--- src/rtl/ntt_layer_scheduler_if.sv ---
// ---------------------------------------------------------------------------
// ntt_layer_scheduler_if
// Control and RAM/ROM addressing bundle of the NTT layer scheduler.
// Optional feature macro: NTT_SCHED_INVERSE_EN adds the 'inv' request bit.
// master: the requester side, which drives start/hold(/inv).
// slave : the scheduler itself.
// ---------------------------------------------------------------------------
interface ntt_layer_scheduler_if;
  logic       start;
  logic       hold;
`ifdef NTT_SCHED_INVERSE_EN
  logic       inv;
`endif
  logic [7:0] ram_addr_a;
  logic [7:0] ram_addr_b;
  logic       ram_we;
  logic [6:0] rom_addr;
  logic       busy;
  logic       done;

`ifdef NTT_SCHED_INVERSE_EN
  modport master (
    output start, hold, inv,
    input  ram_addr_a, ram_addr_b, ram_we, rom_addr, busy, done
  );
  modport slave (
    input  start, hold, inv,
    output ram_addr_a, ram_addr_b, ram_we, rom_addr, busy, done
  );
`else
  modport master (
    output start, hold,
    input  ram_addr_a, ram_addr_b, ram_we, rom_addr, busy, done
  );
  modport slave (
    input  start, hold,
    output ram_addr_a, ram_addr_b, ram_we, rom_addr, busy, done
  );
`endif
endinterface

--- src/rtl/ntt_layer_scheduler.sv ---
// ---------------------------------------------------------------------------
// ntt_layer_scheduler
// Sequences the 7 layers x 128 butterflies of a 256-point NTT. Each
// butterfly is a READ cycle (addresses out, no write) followed by a WRITE
// cycle (same addresses, write strobe). Layer L uses stride len = 128>>L,
// group g = i>>(7-L), offset o = i&(len-1); a = g*2*len + o, b = a + len.
// Optional feature macro: NTT_SCHED_INVERSE_EN adds an 'inv' request bit
// that runs the layers from L=6 down to L=0 with mirrored twiddle indices.
// Reset is synchronous and active-low.
// ---------------------------------------------------------------------------
module ntt_layer_scheduler (
  input  logic                 clk,
  input  logic                 rst,
  ntt_layer_scheduler_if.slave bus
);

  typedef enum logic [1:0] {
    IDLE  = 2'd0,
    READ  = 2'd1,
    WRITE = 2'd2,
    DONE  = 2'd3
  } state_t;

  state_t     state_r;
  logic [2:0] l_r;
  logic [6:0] i_r;
  logic [7:0] a_r;
  logic [7:0] b_r;
  logic [6:0] rom_r;
  logic       we_r;
  logic       busy_r;
  logic       done_r;

  logic       inv_s;
  logic       start_inv_s;
  logic [2:0] first_l_s;
  logic [2:0] next_l_s;
  logic [6:0] next_i_s;
  logic       last_bfly_s;
  logic [2:0] tgt_l_s;
  logic [6:0] tgt_i_s;
  logic       tgt_inv_s;
  logic [7:0] nxt_a_s;
  logic [7:0] nxt_b_s;
  logic [6:0] nxt_rom_s;

`ifdef NTT_SCHED_INVERSE_EN
  logic inv_r;
  assign inv_s       = inv_r;
  assign start_inv_s = bus.inv;
`else
  assign inv_s       = 1'b0;
  assign start_inv_s = 1'b0;
`endif

  // Inverse runs start at the finest layer (len 2), forward runs at len 128.
  assign first_l_s = start_inv_s ? 3'd6 : 3'd0;

  // Stride of layer lay.
  function automatic logic [7:0] len_f(input logic [2:0] lay);
    return 8'd128 >> lay;
  endfunction

  // Even-coefficient address g*2*len + o of butterfly idx in layer lay.
  function automatic logic [7:0] addr_a_f(input logic [2:0] lay, input logic [6:0] idx);
    logic [7:0] len_v;
    logic [7:0] grp_v;
    logic [7:0] off_v;
    len_v = len_f(lay);
    grp_v = {1'b0, idx} >> (3'd7 - lay);
    off_v = {1'b0, idx} & (len_v - 8'd1);
    return (grp_v << (4'd8 - {1'b0, lay})) + off_v;
  endfunction

  // Twiddle index: (1<<L)+g forward, ((2<<L)-1)-g inverse (modulo 128).
  function automatic logic [6:0] rom_f(input logic [2:0] lay, input logic [6:0] idx,
                                       input logic inv_v);
    logic [6:0] grp_v;
    logic [6:0] rom_v;
    grp_v = idx >> (3'd7 - lay);
    if (inv_v) begin
      rom_v = ((7'd2 << lay) - 7'd1) - grp_v;
    end else begin
      rom_v = (7'd1 << lay) + grp_v;
    end
    return rom_v;
  endfunction

  // Counter successor: i wraps 127->0 and steps the layer in run direction.
  always_comb begin
    next_i_s    = i_r + 7'd1;
    next_l_s    = l_r;
    last_bfly_s = 1'b0;
    if (i_r == 7'd127) begin
      if (inv_s) begin
        next_l_s    = l_r - 3'd1;
        last_bfly_s = (l_r == 3'd0);
      end else begin
        next_l_s    = l_r + 3'd1;
        last_bfly_s = (l_r == 3'd6);
      end
    end else begin
      next_l_s    = l_r;
      last_bfly_s = 1'b0;
    end
  end

  // Addresses of the butterfly entered at the next READ (first one from IDLE).
  always_comb begin
    tgt_l_s   = next_l_s;
    tgt_i_s   = next_i_s;
    tgt_inv_s = inv_s;
    if (state_r == IDLE) begin
      tgt_l_s   = first_l_s;
      tgt_i_s   = 7'd0;
      tgt_inv_s = start_inv_s;
    end else begin
      tgt_l_s   = next_l_s;
      tgt_i_s   = next_i_s;
      tgt_inv_s = inv_s;
    end
    nxt_a_s   = addr_a_f(tgt_l_s, tgt_i_s);
    nxt_b_s   = nxt_a_s + len_f(tgt_l_s);
    nxt_rom_s = rom_f(tgt_l_s, tgt_i_s, tgt_inv_s);
  end

  // Sequencing FSM with counters and registered outputs.
  always_ff @(posedge clk) begin
    if (!rst) begin
      state_r <= IDLE;
      l_r     <= 3'd0;
      i_r     <= 7'd0;
      a_r     <= 8'd0;
      b_r     <= 8'd0;
      rom_r   <= 7'd0;
      we_r    <= 1'b0;
      busy_r  <= 1'b0;
      done_r  <= 1'b0;
`ifdef NTT_SCHED_INVERSE_EN
      inv_r   <= 1'b0;
`endif
    end else begin
      case (state_r)
        IDLE: begin
          we_r   <= 1'b0;
          done_r <= 1'b0;
          if (bus.start) begin
            state_r <= READ;
            l_r     <= first_l_s;
            i_r     <= 7'd0;
            a_r     <= nxt_a_s;
            b_r     <= nxt_b_s;
            rom_r   <= nxt_rom_s;
            busy_r  <= 1'b1;
`ifdef NTT_SCHED_INVERSE_EN
            inv_r   <= bus.inv;
`endif
          end else begin
            busy_r <= 1'b0;
          end
        end
        READ: begin
          busy_r <= 1'b1;
          done_r <= 1'b0;
          if (bus.hold) begin
            we_r <= 1'b0;
          end else begin
            state_r <= WRITE;
            we_r    <= 1'b1;
          end
        end
        WRITE: begin
          done_r <= 1'b0;
          if (bus.hold) begin
            // Frozen: the strobe stays armed and is masked at the port.
            we_r <= we_r;
          end else if (last_bfly_s) begin
            state_r <= DONE;
            we_r    <= 1'b0;
            busy_r  <= 1'b0;
            done_r  <= 1'b1;
          end else begin
            state_r <= READ;
            we_r    <= 1'b0;
            l_r     <= next_l_s;
            i_r     <= next_i_s;
            a_r     <= nxt_a_s;
            b_r     <= nxt_b_s;
            rom_r   <= nxt_rom_s;
          end
        end
        DONE: begin
          state_r <= IDLE;
          we_r    <= 1'b0;
          busy_r  <= 1'b0;
          done_r  <= 1'b0;
        end
        default: begin
          state_r <= IDLE;
          we_r    <= 1'b0;
          busy_r  <= 1'b0;
          done_r  <= 1'b0;
        end
      endcase
    end
  end

  assign bus.ram_addr_a = a_r;
  assign bus.ram_addr_b = b_r;
  assign bus.rom_addr   = rom_r;
  assign bus.busy       = busy_r;
  assign bus.done       = done_r;
  // hold withdraws the strobe within the same cycle so a frozen WRITE never
  // writes; the armed strobe replays the WRITE once hold drops. we_r is zero
  // outside READ/WRITE, so hold has no effect there.
  assign bus.ram_we     = we_r & ~bus.hold;

endmodule
--- src/flat_wrapper.sv ---
// flat-port wrapper written by rule: the top's interface ports become plain ports
module ntt_layer_scheduler_flat 
  (clk, rst, bus_start, bus_hold, bus_ram_addr_a, bus_ram_addr_b, bus_ram_we, bus_rom_addr, bus_busy, bus_done);
  ntt_layer_scheduler_if bus_i ();
  input  logic clk;
  input  logic rst;
  input wire logic [$bits(bus_i.start)-1:0] bus_start;
  input wire logic [$bits(bus_i.hold)-1:0] bus_hold;
  output wire logic [$bits(bus_i.ram_addr_a)-1:0] bus_ram_addr_a;
  output wire logic [$bits(bus_i.ram_addr_b)-1:0] bus_ram_addr_b;
  output wire logic [$bits(bus_i.ram_we)-1:0] bus_ram_we;
  output wire logic [$bits(bus_i.rom_addr)-1:0] bus_rom_addr;
  output wire logic [$bits(bus_i.busy)-1:0] bus_busy;
  output wire logic [$bits(bus_i.done)-1:0] bus_done;
  assign bus_i.start = bus_start;
  assign bus_i.hold = bus_hold;
  assign bus_ram_addr_a = bus_i.ram_addr_a;
  assign bus_ram_addr_b = bus_i.ram_addr_b;
  assign bus_ram_we = bus_i.ram_we;
  assign bus_rom_addr = bus_i.rom_addr;
  assign bus_busy = bus_i.busy;
  assign bus_done = bus_i.done;
  ntt_layer_scheduler u_core (.clk(clk), .rst(rst), .bus(bus_i));
endmodule
--- config.mk ---
export PLATFORM = sky130hd
export DESIGN_NAME = ntt_layer_scheduler_flat
export DESIGN_NICKNAME = d
export VERILOG_FILES = /design/src/rtl/ntt_layer_scheduler_if.sv /design/src/rtl/ntt_layer_scheduler.sv /design/src/flat_wrapper.sv
export SDC_FILE = /design/constraint.sdc
export NUM_CORES = 1
export LEC_CHECK = 0
export ABC_CLOCK_PERIOD_IN_PS = 6200
export CORE_ASPECT_RATIO = 1.2
export CORE_MARGIN = 1.5
export CORE_UTILIZATION = 65
export CTS_BUF_LIST = sky130_fd_sc_hd__clkbuf_16
export DETAILED_ROUTE_END_ITERATION = 16
export DONT_BUFFER_PORTS = 1
export GPL_ROUTABILITY_DRIVEN = 0
export GPL_TIMING_DRIVEN = 0
export PLACE_DENSITY_LB_ADDON = 0.1
export SYNTH_ARGS = -nofsm -noshare
export SYNTH_HDL_FRONTEND = slang
export SYNTH_SLANG_ARGS = --single-unit
--- constraint.sdc ---
create_clock -name clk -period 6.2 [get_ports clk]
set_clock_uncertainty 0.15 [all_clocks]
set_input_delay 0.62 -clock clk [delete_from_list [all_inputs] [get_ports clk]]
set_output_delay 0.62 -clock clk [all_outputs]
set_load 0.02 [all_outputs]
==> parameters.txt <==
Parameter                              Value

Outcome
  Result of the run ... finished clean

Synth
  Area of the mapped netlist ... 3376 um^2
  Xor-xnor portion of the synthesized cell area ... 0.05189
  Warning count from the yosys run ... 0
  Number of synthesized register bits ... 38
  Number of standard cells after synthesis ... 453
  Share of synthesized cell area in full adder, half adder and majority cells ... 0.1060
  Simple-Gate Fraction of Synth Area ... 0.2761
  Net count after synthesis ... 483
  Average cell area after synthesis ... 7.452 um^2
  Share of synthesized area spent on multiplexers ... 0.01297
  Yosys cell types ... 74
  Top flip-flop cell by instance count after synthesis ... sky130_fd_sc_hd__dfxtp_1
  Dominant combinational cell family by area after synthesis ... simple AND/OR/NAND/NOR gates
  Sequential-to-total area share from yosys stat ... 0.2254
  EDFF count, synth ... 0
  Compound-gate portion of the synthesized area ... 0.2561
  Fraction of registers with async set/reset ... 0

Finish
  Count of non-filler cells in the finished layout ... 519
  Number of antenna repair diodes ... 0
  Nets@finish ... 490
  Commonest non-fill, non-tap cell in the layout ... sky130_fd_sc_hd__nand2_1
  Area growth syn-to-layout ... 6.301%
  Layout cells sized above 1 ... 0.09804
  Leading cell types in the layout, fill and taps excluded ... 69 x sky130_fd_sc_hd__nand2_1, 43 x sky130_fd_sc_hd__a21oi_1, 43 x sky130_fd_sc_hd__nor2_1
  Fillers ... 412
  Layout Utilization ... 0.7213

STA
  Transition at the pin with the smallest max-transition slack ... 0.9328 ns
  Setup violators final ... 0
  Headroom to the max-slew limit ... 0.3620
  Min Clock Period, post-route ... 5.728 ns
  Unrepaired setup endpoints after global routing ... false
  Number of hold violations in the final report ... 0
  Worst Hold Margin ... 0.2611 ns
  Highest attainable clock frequency ... 174.6 MHz
  Setup WS post-layout ... 0.4723 ns
  Number of max-slew violations in the final report ... 0
  Portion of the clock cycle consumed by the worst path in the final layout ... 0.9238
  Post-route setup TNS ... 0 ns

Pwr
  Leakage power of the design ... 0.001445 uW
  Peak supply drop ... 172.1 uV
  Switching part of the total ... 0.2605
  Combinational share of power ... 0.099
  Internal cell power ... 410.9 uW
  Share of power burned in registers ... 0.481
  Share of total power in the clock network ... 0.420
  Switching pwr ... 144.7 uW
  Pwr per Cell Area ... 154.8 nW/um^2

Floorplan
  Height of the chip ... 81.95 um
  Initial standard-cell utilization of the core ... 0.6786
  Die Footprint ... 5637 um^2
  Row count ... 28
  Chip width ... 68.79 um
  Top-level I/O count ... 30
  Core Area ... 4975 um^2

Critical path
  Arrival time at the worst endpoint ... 5.80 ns
  Element type at the critical path end ... register
  Crit path launch type ... register
  Data required, critical path ... 6.27 ns
  Critical Setup Path Class ... register to register
  Highest fanout seen on the critical path ... 10

Clocking
  Longest Clk Path Bufs ... 2
  TritonCTS clock tree ... built
  Clock transition at the registers of the reported paths ... 0.05 ns
  H-Tree Level Count ... 2
  Clock Sinks ... 38
  Clock latency of the later-clocked register in the worst-skew pair ... 0.28 ns
  Clock root buffer ... sky130_fd_sc_hd__clkbuf_16
  Post CTS Setup Buffer Count ... 0
  Number of buffers inserted during clock tree synthesis ... 5

Route
  Number of detailed-route iterations in the first pass ... 7
  Number of vias per cell after detailed routing ... 6.551
  Remaining design rule violation count ... 0
  Routed wire length per instance ... 17.90 um
  Drt initial violations ... 371
  Total wire length after detailed routing ... 9290 um
  Remaining antenna violation count after routing ... 0
  Vias ... 3400

Worst hold path
  Worst min-delay path class ... primary input to register

Flow run
  Reported max-cap violation count ... 0

Global routing
  Maximum number of pins on one net before global-route repair ... 11
  Remaining global-route overflow ... 0
  Global routing usage summed across all routing layers ... 0.3407
  Via count of the first global-routing pass ... 3038
  Initial antenna violation count ... 0
  Global-route wire length before repair ... 14510 um

Placement
  DPL Wire Length ... 7061 um
  Total instance count after detailed placement ... 513
  Placement Setup Slack ... 0.4056 ns
  Port-buffer cells ... 0
## Yosys cell counts (2+ instances only)
library cell,instances,area [um^2]
sky130_fd_sc_hd__o21ai_1,2,10.01
sky130_fd_sc_hd__ha_1,23,287.8
sky130_fd_sc_hd__and3_1,4,25.02
sky130_fd_sc_hd__a21o_1,10,75.07
sky130_fd_sc_hd__or4_1,2,15.01
sky130_fd_sc_hd__a211o_1,2,17.52
sky130_fd_sc_hd__buf_6,6,67.56
sky130_fd_sc_hd__nand2_1,69,259.0
sky130_fd_sc_hd__nor2_1,43,161.4
sky130_fd_sc_hd__and2_1,3,18.77
sky130_fd_sc_hd__o21ai_2,2,17.52
sky130_fd_sc_hd__mux2_2,2,22.52
sky130_fd_sc_hd__or4_4,2,22.52
sky130_fd_sc_hd__o311ai_0,3,26.28
sky130_fd_sc_hd__clkbuf_1,12,45.04
sky130_fd_sc_hd__fa_1,3,60.06
sky130_fd_sc_hd__nor4_1,2,12.51
sky130_fd_sc_hd__nor2b_1,6,37.54
sky130_fd_sc_hd__nand3_1,14,70.07
sky130_fd_sc_hd__or2_2,3,18.77
sky130_fd_sc_hd__o211ai_1,4,30.03
sky130_fd_sc_hd__nor4b_1,2,17.52
sky130_fd_sc_hd__buf_2,7,35.03
sky130_fd_sc_hd__xor2_1,5,43.79
sky130_fd_sc_hd__dfxtp_1,38,760.7
sky130_fd_sc_hd__nand4b_1,3,26.28
sky130_fd_sc_hd__nor3_1,15,75.07
sky130_fd_sc_hd__o21bai_1,2,15.01
sky130_fd_sc_hd__xnor2_1,15,131.4
sky130_fd_sc_hd__buf_1,2,7.510
sky130_fd_sc_hd__a211oi_1,9,67.56
sky130_fd_sc_hd__a31oi_1,10,62.56
sky130_fd_sc_hd__a21oi_1,43,215.2
sky130_fd_sc_hd__nand2b_1,6,37.54
sky130_fd_sc_hd__a2111oi_0,2,17.52
sky130_fd_sc_hd__nor3_4,2,32.53
sky130_fd_sc_hd__o21a_1,4,30.03
sky130_fd_sc_hd__nand4_1,3,18.77
sky130_fd_sc_hd__o21ai_0,17,85.08
sky130_fd_sc_hd__inv_1,17,63.81
## critical path, cell delays in order (launching register included)
cell	delay (ns)
sky130_fd_sc_hd__dfxtp_1	0.46
sky130_fd_sc_hd__inv_1	0.21
sky130_fd_sc_hd__ha_1	0.43
sky130_fd_sc_hd__a31oi_1	0.21
sky130_fd_sc_hd__nand2_1	0.18
sky130_fd_sc_hd__clkbuf_2	0.24
sky130_fd_sc_hd__nand2_1	0.15
sky130_fd_sc_hd__inv_1	0.11
sky130_fd_sc_hd__ha_1	0.28
sky130_fd_sc_hd__clkbuf_2	0.23
sky130_fd_sc_hd__o21ai_0	0.19
sky130_fd_sc_hd__nand2b_1	0.24
sky130_fd_sc_hd__fa_1	0.46
sky130_fd_sc_hd__inv_1	0.07
sky130_fd_sc_hd__a21o_1	0.11
sky130_fd_sc_hd__a21oi_1	0.09
sky130_fd_sc_hd__xnor2_1	0.33
sky130_fd_sc_hd__ha_1	0.25
sky130_fd_sc_hd__nand2_1	0.07
sky130_fd_sc_hd__o311ai_1	0.34
sky130_fd_sc_hd__a21o_1	0.18
sky130_fd_sc_hd__a21o_1	0.18
sky130_fd_sc_hd__nand4b_1	0.11
sky130_fd_sc_hd__mux2_1	0.31
sky130_fd_sc_hd__nand4_1	0.07
## metrics by stage
stage                     power, uW  cell area, um^2
after floorplan               310.6             3376
after global placement        324.8             3451
after detailed placement      326.4             3451
after CTS                     554.6             3580
after global routing          569.7             3588
final                         555.6             3588
## sequential cells by signal (all words and copies together), names as in the netlist
register               count
u_core.we_r                1
u_core.state_r             2
u_core.i_r                 7
u_core.bus.ram_addr_b      8
u_core.bus.rom_addr        7
u_core.bus.ram_addr_a      8
u_core.bus.busy            1
u_core.bus.done            1
u_core.l_r                 3
## cell type report
class | instances | area, um^2 | area share
Multi-Input combinational cell | 367 | 2381 | 0.6635
Sequential cell | 38 | 760.7 | 0.2120
Buffer | 29 | 168.9 | 0.04707
Clock buffer | 5 | 125.1 | 0.03487
Tap cell | 60 | 75.07 | 0.02092
Inverter | 19 | 73.82 | 0.02057
Clock inverter | 1 | 3.754 | 0.001046
## metal layers
metal	up-vias	track usage	share of wire
met3	32	0.05753	0.071
met1	1551	0.4227	0.40
li1	1630	-	-
met2	187	0.5817	0.51
met4	0	0.1275	0.024
met5	-	0	0
## power by group through the flow
stage | Sequential [uW] | Combinational (uW) | Clock [uW]
5_1_grt | 269 | 60.7 | 240
3_5_place_dp | 273 | 53.8 | 0
2_1_floorplan | 270 | 40.3 | 0
4_1_cts | 267 | 54.2 | 233
6_report | 267 | 55.2 | 233
3_3_place_gp | 272 | 52.5 | 0
## timing repair
action,in CTS,in global routing
setup endpoints to repair,0,1
gates resized for setup,0,4
hold buffers,0,0
## final timing paths
kind / startpoint / to / slack, ns / depth (start not counted)
worst min register to register: u_core.we_r / u_core.we_r / 0.35 / 2
worst max register to register: u_core.l_r[0] / u_core.bus.ram_addr_b[7] / 0.47 / 24
worst min-delay path: bus_hold / u_core.bus.done / 0.26 / 1
worst max-delay path: u_core.l_r[0] / u_core.bus.ram_addr_b[7] / 0.47 / 24
## logic make-up after synthesis
logic type / after synthesis
flops: 38
fa+ha+maj: 27
buf+inv: 48
xor+xnor: 20
mux: 4
compound gates: 129
simple gates: 187
(Power assumes the default switching activity.)
